<file path="config.mk">
export PLATFORM = sky130hd
export DESIGN_NAME = vga_scan_gen
export DESIGN_NICKNAME = d
export VERILOG_FILES = /design/src/rtl/vga_scan_gen.sv
export SDC_FILE = /design/constraint.sdc
export NUM_CORES = 1
export LEC_CHECK = 0
export ABC_AREA = 1
export CORE_ASPECT_RATIO = 2
export CORE_UTILIZATION = 40
export DETAILED_ROUTE_END_ITERATION = 10
export PLACE_DENSITY = 0.76
export RECOVER_POWER = 100
export SETUP_SLACK_MARGIN = 0.3
export SYNTH_ARGS = -nofsm -noshare
export SYNTH_HDL_FRONTEND = slang
export SYNTH_SLANG_ARGS = --single-unit
</file>
<file path="constraint.sdc">
create_clock -name clk -period 3.2 [get_ports clk]
set_input_delay 0.48 -clock clk [delete_from_list [all_inputs] [get_ports clk]]
set_output_delay 0.48 -clock clk [all_outputs]
set_load 0.1 [all_outputs]
</file>
<file path="src/rtl/vga_scan_gen.sv">
// vga_scan_gen: VGA raster timing generator (640x480@60 by default).
// Produces the pixel coordinates, active-low sync pulses, the visible-area
// flag, a once-per-frame tick and a wrapping horizontal scroll offset.
// Optional feature macro: VGA_SCROLL_EN builds the per-frame scroll
// accumulator; without it x_offset is tied to 0 and pause/scroll_speed
// are ignored.
module vga_scan_gen #(
  parameter int H_VISIBLE   = 640,
  parameter int H_FRONT     = 16,
  parameter int H_SYNC      = 96,
  parameter int H_BACK      = 48,
  parameter int V_VISIBLE   = 480,
  parameter int V_FRONT     = 10,
  parameter int V_SYNC      = 2,
  parameter int V_BACK      = 33,
  parameter int SCROLL_WRAP = 640
) (
  input  logic       clk,
  input  logic       rst_n,
  input  logic       pause,
  input  logic [2:0] scroll_speed,
  output logic [9:0] pix_x,
  output logic [9:0] pix_y,
  output logic       hsync_n,
  output logic       vsync_n,
  output logic       display_on,
  output logic       frame_tick,
  output logic [9:0] x_offset
);

  localparam int H_TOTAL = H_VISIBLE + H_FRONT + H_SYNC + H_BACK;
  localparam int V_TOTAL = V_VISIBLE + V_FRONT + V_SYNC + V_BACK;

  localparam logic [9:0] H_LAST       = 10'(H_TOTAL - 1);
  localparam logic [9:0] V_LAST       = 10'(V_TOTAL - 1);
  localparam logic [9:0] H_VIS_LIMIT  = 10'(H_VISIBLE);
  localparam logic [9:0] V_VIS_LIMIT  = 10'(V_VISIBLE);
  localparam logic [9:0] H_SYNC_FIRST = 10'(H_VISIBLE + H_FRONT);
  localparam logic [9:0] H_SYNC_LAST  = 10'(H_VISIBLE + H_FRONT + H_SYNC - 1);
  localparam logic [9:0] V_SYNC_FIRST = 10'(V_VISIBLE + V_FRONT);
  localparam logic [9:0] V_SYNC_LAST  = 10'(V_VISIBLE + V_FRONT + V_SYNC - 1);

  logic [9:0] x_next;
  logic [9:0] y_next;
  logic       hsync_next;
  logic       vsync_next;
  logic       display_next;
  logic       tick_next;

  // Next raster position, and the decodes of that position so the output
  // registers line up with the coordinates they describe.
  always_comb begin
    x_next = pix_x + 10'd1;
    y_next = pix_y;
    if (pix_x == H_LAST) begin
      x_next = '0;
      y_next = (pix_y == V_LAST) ? '0 : (pix_y + 10'd1);
    end
    hsync_next   = !((x_next >= H_SYNC_FIRST) && (x_next <= H_SYNC_LAST));
    vsync_next   = !((y_next >= V_SYNC_FIRST) && (y_next <= V_SYNC_LAST));
    display_next = (x_next < H_VIS_LIMIT) && (y_next < V_VIS_LIMIT);
    tick_next    = (x_next == '0) && (y_next == V_VIS_LIMIT);
  end

  // Raster counters and registered timing outputs.
  always_ff @(posedge clk or negedge rst_n) begin
    if (!rst_n) begin
      pix_x      <= '0;
      pix_y      <= '0;
      hsync_n    <= 1'b1;
      vsync_n    <= 1'b1;
      display_on <= 1'b1;
      frame_tick <= 1'b0;
    end else begin
      pix_x      <= x_next;
      pix_y      <= y_next;
      hsync_n    <= hsync_next;
      vsync_n    <= vsync_next;
      display_on <= display_next;
      frame_tick <= tick_next;
    end
  end

`ifdef VGA_SCROLL_EN
  localparam logic [10:0] WRAP_LIMIT = 11'(SCROLL_WRAP);

  logic [10:0] scroll_sum;
  logic [9:0]  scroll_wrapped;

  // Offset plus speed in 11 bits, folded back below the wrap modulus.
  always_comb begin
    scroll_sum     = {1'b0, x_offset} + {8'b0, scroll_speed};
    scroll_wrapped = scroll_sum[9:0];
    if (scroll_sum >= WRAP_LIMIT) begin
      scroll_wrapped = 10'(scroll_sum - WRAP_LIMIT);
    end
  end

  // Scroll offset advances once per frame, at the end of the tick cycle.
  always_ff @(posedge clk or negedge rst_n) begin
    if (!rst_n) begin
      x_offset <= '0;
    end else if (frame_tick && !pause) begin
      x_offset <= scroll_wrapped;
    end
  end
`else
  logic unused_scroll;

  assign x_offset      = '0;
  assign unused_scroll = ^{pause, scroll_speed, 11'(SCROLL_WRAP)};
`endif

endmodule

</file>
==> results of run 1 <==
## final cells by class
cell class                 instances  area [µm²]  area share
inverter                          37         145      0.0852
timing repair buffer              26         110      0.0647
multi-input combinational        149         737       0.433
sequential                        24         604       0.355
tap                               49        61.3      0.0360
clock buffer                       4        45.0      0.0265
## registers in the layout, indices dropped and copies added, names as in the netlist
signal      count
display_on      1
frame_tick      1
hsync_n         1
pix_x          10
pix_y          10
vsync_n         1
## path summary, 6_finish.rpt
check | start | endpoint | slack [ns] | cells past startpoint
max | pix_x[0] | vsync_n | 0.72 | 8
min | pix_x[2] | pix_x[2] | 0.58 | 2
max reg2reg | pix_x[0] | vsync_n | 0.72 | 8
min reg2reg | pix_x[2] | pix_x[2] | 0.58 | 2
max in group asynchronous | rst_n | pix_x[7] | 1.42 | 2
min in group asynchronous | rst_n | pix_y[1] | 1.01 | 2
## placed cells by master (no fill, tap or decap)
cell type,instances
nand2_1,61
inv_1,33
nor2_1,25
clkbuf_1,25
dfrtp_1,21
nand3_1,19
conb_1,10
nand4_1,6
o21ai_0,4
ha_1,4
clkbuf_8,3
dfstp_2,3
nor2_8,2
or2_2,2
inv_2,2
xor2_1,2
o21bai_1,2
dlygate4sd3_1,2
nand2_4,1
nor2_2,1
o21ai_2,1
o21ai_1,1
inv_6,1
nand3b_1,1
nor3_1,1
and2_1,1
clkinvlp_2,1
nand3_2,1
a21oi_1,1
o21bai_2,1
nand2_2,1
or2_1,1
## worst max-delay path, cell delays in order (launching register included)
cell and delay, ns:
dfrtp_1 0.43, ha_1 0.23, nand2_1 0.21, nor2_8 0.09, nand3_1 0.25, clkinvlp_2 0.31
o21ai_0 0.50, nand4_1 0.15, or2_1 0.23
## per-stage QoR
| step | cells | instance area, µm² | setup slack [ns] | util |
|---|---|---|---|---|
| floorplan | 220 | 1610 | 0.749 | - |
| global placement | 285 | 1800 | 1.16 | 0.487 |
| detailed placement | 285 | 1800 | 1.13 | 0.487 |
| CTS | 289 | 1840 | 1.00 | 0.499 |
| global route | 289 | 1700 | 0.486 | 0.462 |
| finish | 289 | 1700 | 0.716 | 0.462 |
## layer usage
layer	part of all wire	routed length [µm]	up-vias	track usage
li1	-	-	684	-
met1	0.38	1270	619	0.222
met2	0.57	1890	33	0.314
met3	0.023	77	8	0.0200
met4	0.029	97	0	0.0882
met5	0	0	-	0
## logic make-up after synthesis
kind of cell | count (synthesis) | share of synthesized area
AOI/OAI and AO/OA | 10 | 0.0413
xor gates and xnor gates | 2 | 0.0111
adders and majority gates | 4 | 0.0318
buffers and inverters | 47 | 0.140
DFF | 24 | 0.384
other | 1 | 0.00238
and+or+nand+nor | 123 | 0.390
## where the power goes
part           total (mW)  switching [mW]  internal, mW
clock network       0.182          0.0933        0.0888
registers           0.303               0         0.303
logic              0.0576          0.0566       0.00104
total               0.543           0.150         0.393
==> results.py, run 1 <==
metrics = {
    "outcome": {
        "status": "finished clean",
    },
    "floorplanning": {
        "start_util": 0.428,
        "num_io_pins": 40,
        "die_h_um": 90.8,
        "die-area_um2": 4210,
        "die_w_um": 46.4,
        "rows": 31,
        "coreArea_um2": 3680,
    },
    "clocking": {
        "clk_pin_slew_ns": 0.08,
        "postCtsSetupBuffers": 0,
        "htree_levels": 1,
        "cts_resized": 0,
        "cts_buffer_depth": 2,
        "cts_made_buffers": 3,
        "cts.sinks": 24,
        "cts_tree": "yes",
        "hold_buffers": 0,
        "clock_latency_ns": 0.26,
        "cts-root-buf": "clkbuf_8",
    },
    "timing": {
        "finalMaxSlewViolations": 0,
        "hold_slack_ns": 0.584,
        "worst-slew-pin-transition_ns": 1.30,
        "fmax_mhz": 403,
        "finalHoldViolCount": 0,
        "setup_viol_count_final": 0,
        "skew_ns": 0.00650,
        "period_minus_slack_ns": 2.48,
        "fin_crit_sh": 0.776,
        "max_slew_margin": 0.134,
        "rsz0062_at_grt": "no",
        "finalSetupTns_ns": 0,
    },
    "placed_design": {
        "hpwl_um": 2670,
        "port_buffers": 25,
        "place_congestion": 0.875,
    },
    "synth": {
        "synth-seq-cells": 24,
        "synth_top_flop_cell": "dfrtp_1",
        "avgSynthCellArea_um2": 7.47,
        "yosysTopAreaCell": "dfrtp_1",
        "synth_cells": 211,
        "netlist_top_cells_count": "nand2_1, inv_1, nor2_1, dfrtp_1, nand3_1",
        "ys_seq_area_frac": 0.384,
        "yosysMostFrequentCell": "nand2_1",
        "syn_area_um2": 1580,
        "synth_edf_count": 0,
        "synthDistinctLibCells": 32,
        "ys_async_sr_fraction": 1.00,
        "yosys.area.top_type_share": 0.334,
        "yosys-top-cells-area": "dfrtp_1, nand2_1, inv_1",
        "yosysWarningCount": 0,
    },
    "critical_path": {
        "crit_arrival_ns": 2.68,
        "crit_path_max_fanout": 7,
        "cp-start-kind": "flop",
        "crit_required_ns": 3.39,
        "worst-setup-path-type": "flop to flop",
        "end_kind": "flop",
    },
    "finish": {
        "syn2layout_area_growth_pct": 8.10,
        "drive_gt1_frac": 0.0833,
        "fill_cells": 420,
        "fin_nets": 251,
        "num_antenna_cells": 0,
    },
    "detailed_routing": {
        "drc": 0,
        "routed_wl_um": 3330,
        "vias": 1344,
        "dr.pass1.iters": 4,
        "wl_per_cell_um": 11.5,
        "final_antenna_net_count": 0,
        "drt-initial-drc-count": 41,
        "viasPerCell": 4.65,
    },
    "grt": {
        "globalRouteOverflowTotal": 0,
        "grt_antenna_before_repair": 0,
        "grt_max_degree": 25,
        "grtUsageTotal": 0.187,
        "grt_pass1_wl_um": 5870,
        "grt_pass1_vias": 1324,
    },
    "power_and_ir_drop": {
        "p_per_area_nw_per_um2": 319,
        "leakagePower_nw": 0.901,
        "ir_drop_v": 0.000195,
        "total_power_mw": 0.543,
    },
    "hold_path": {
        "hold_class": "flop to flop",
    },
    "flow_run": {
        "maxCapViolations": 0,
    },
}
Note: power is estimated with default switching activity, not from simulation.
==> run 2, diff against run 1 <==
--- a/config.mk
+++ b/config.mk
@@ -9,7 +9,7 @@
 export CORE_ASPECT_RATIO = 2
 export CORE_UTILIZATION = 40
 export DETAILED_ROUTE_END_ITERATION = 10
-export PLACE_DENSITY = 0.76
+export PLACE_DENSITY = 0.79
 export RECOVER_POWER = 100
 export SETUP_SLACK_MARGIN = 0.3
 export SYNTH_ARGS = -nofsm -noshare
==> constraint.sdc (replaced) <==
create_clock -name clk -period 2.28 [get_ports clk]
set_input_delay 0.342 -clock clk [delete_from_list [all_inputs] [get_ports clk]]
set_output_delay 0.342 -clock clk [all_outputs]
set_load 0.1 [all_outputs]
==> run 2 against run 1 <==
- die area did not move
- register-to-register slack got worse by 0.49 ns
- total power rose by 48%
- largest cell class unchanged
- largest power group unchanged
==> results.py, run 2 (same netlist as run 1, synthesis figures left out) <==
metrics = {
    "outcome": {
        "status": "finished clean",
    },
    "critical_path": {
        "r2r_setup_slack_ns": 0.22,
        "cp.depth": 8,
        "cp-start-kind": "flop",
        "cp_cell_sequence": "ha_2, nand2_1, nor2_8, nand3_4, inv_4, o21ai_0, nand4_1, or2_1",
        "crit_required_ns": 2.48,
        "cp_num_buf_inv": 1,
        "worstRegToRegCells": 8,
        "end_kind": "flop",
        "crit_arrival_ns": 2.25,
        "path_delay_family": "simple AND/OR/NAND/NOR gates",
        "worst-setup-path-type": "flop to flop",
        "cpPeakStageDelay_ns": 0.49,
        "crit_path_max_fanout": 7,
        "crit_slowest_cell": "dfrtp_4",
    },
    "power_and_ir_drop": {
        "switching_share": 0.277,
        "leakagePower_nw": 0.927,
        "p_seq_frac": 0.529,
        "power_switching_mw": 0.223,
        "pwr-share-comb": 0.101,
        "intPower_mw": 0.581,
        "ir_drop_v": 0.000364,
        "p_per_area_nw_per_um2": 431,
        "power_frac_clock": 0.371,
    },
    "floorplanning": {
        "die-area_um2": 4210,
        "start_util": 0.428,
        "rows": 31,
        "die_w_um": 46.4,
        "num_io_pins": 40,
        "coreArea_um2": 3680,
        "die_h_um": 90.8,
    },
    "placed_design": {
        "place_area_um2": 1830,
        "hpwl_um": 2640,
        "place_congestion": 0.903,
        "port_buffers": 25,
    },
    "timing": {
        "period_minus_slack_ns": 2.06,
        "finalMaxSlewViolations": 0,
        "hold_slack_ns": 0.571,
        "worst-slew-pin-transition_ns": 1.31,
        "skew_ns": 0.00911,
        "fin_crit_sh": 0.902,
        "fmax_mhz": 486,
        "setup_viol_count_final": 0,
        "rsz0062_at_grt": "yes",
        "finalHoldViolCount": 0,
        "finalSetupTns_ns": 0,
        "max_slew_margin": 0.129,
    },
    "grt": {
        "grt_antenna_before_repair": 0,
        "grt_pass1_wl_um": 5820,
        "grt_max_degree": 25,
        "grtUsageTotal": 0.189,
        "globalRouteOverflowTotal": 0,
        "grt_pass1_vias": 1312,
    },
    "detailed_routing": {
        "final_antenna_net_count": 0,
        "drt-initial-drc-count": 45,
        "vias": 1426,
        "drc": 0,
        "highest_layer": "met4",
        "wl_met2_um": 1990,
        "route.met3.wl_um": 141,
        "dr.pass1.iters": 4,
        "wl_per_cell_um": 11.9,
        "drt-met1-wl_um": 1290,
        "routed_wl_um": 3560,
        "viasPerCell": 4.77,
    },
    "finish": {
        "largestRegisters": "pix_x x10, pix_y x10",
        "num_antenna_cells": 0,
        "mostFrequentLayoutCell": "nand2_1",
        "final_cell_mix": "nand2_1, inv_1, nor2_1, clkbuf_1, nand3_1",
        "fill_cells": 384,
        "fin_nets": 261,
        "syn2layout_area_growth_pct": 18.5,
        "final_area_um2": 1870,
        "drive_gt1_frac": 0.252,
    },
    "clocking": {
        "htree_levels": 1,
        "clk_pin_slew_ns": 0.09,
        "cts_made_buffers": 3,
        "clock_latency_ns": 0.27,
        "hold_buffers": 0,
        "cts.sinks": 24,
        "cts_buffer_depth": 2,
        "cts_tree": "yes",
        "cts-root-buf": "clkbuf_8",
    },
    "hold_path": {
        "hold_class": "flop to flop",
        "hold_path_depth": 2,
    },
    "flow_run": {
        "maxCapViolations": 0,
    },
}
-- run 2: cell count changes in the layout (fill, tap and decap cells not counted), sizes merged --
cell         change
buf              +5
dlygate4sd3      -1
clkinvlp         -1
clkbuf           +5
nand3            +1
inv              +1
-- run 2: per-layer routing --
metal  up-vias  track usage
li1        709            -
met1       647        0.204
met2        59        0.324
met3        11       0.0200
met4         0        0.110
met5         -            0
-- run 2: worst reg2reg max path: stages, from the launching register on --
cell and delay (ns):
dfrtp_4 0.49, ha_2 0.19, nand2_1 0.20, nor2_8 0.11, nand3_4 0.14, inv_4 0.06
o21ai_0 0.41, nand4_1 0.16, or2_1 0.23
-- run 2: layout make-up --
class                      instances  area (µm²)  area share
inverter                          37         146      0.0784
clock buffer                       4        55.1      0.0295
tap                               49        61.3      0.0328
sequential                        24         638       0.342
multi-input combinational        150         792       0.424
timing repair buffer              35         174      0.0932
-- run 2: final timing paths --
kind                          start       end
max                        pix_x[0]   vsync_n
min                        pix_y[6]  pix_y[6]
max reg2reg                pix_x[0]   vsync_n
min reg2reg                pix_y[6]  pix_y[6]
max in group asynchronous     rst_n  pix_y[0]
min in group asynchronous     rst_n  pix_y[2]
-- run 2: through the flow --
| stage | util | total power, mW | instances | setup slack [ns] |
|---|---|---|---|---|
| after floorplan | - | 0.518 | 220 | 0.303 |
| after detailed placement | 0.496 | 0.517 | 285 | 0.275 |
| after CTS | 0.511 | 0.806 | 289 | 0.327 |
| after global routing | 0.507 | 0.837 | 299 | 0.142 |
| after global placement | 0.496 | 0.516 | 285 | 0.269 |
| final | 0.507 | 0.804 | 299 | 0.224 |
-- run 2: repair_timing --
action | 4_1_cts | 5_1_grt
setup endpoints to repair | 1 | 3
pin swaps | 0 | 3
setup buffers | 0 | 9
gates cloned | 0 | 1
resized for setup | 2 | 7
-- run 2: power by group through the flow --
stage          sequential, mW  combinational, mW  clock (mW)
2_1_floorplan           0.434             0.0846           0
3_3_place_gp            0.434             0.0824           0
3_5_place_dp            0.434             0.0830           0
4_1_cts                 0.425             0.0829       0.298
5_1_grt                 0.425             0.0840       0.327
6_report                0.425             0.0809       0.298
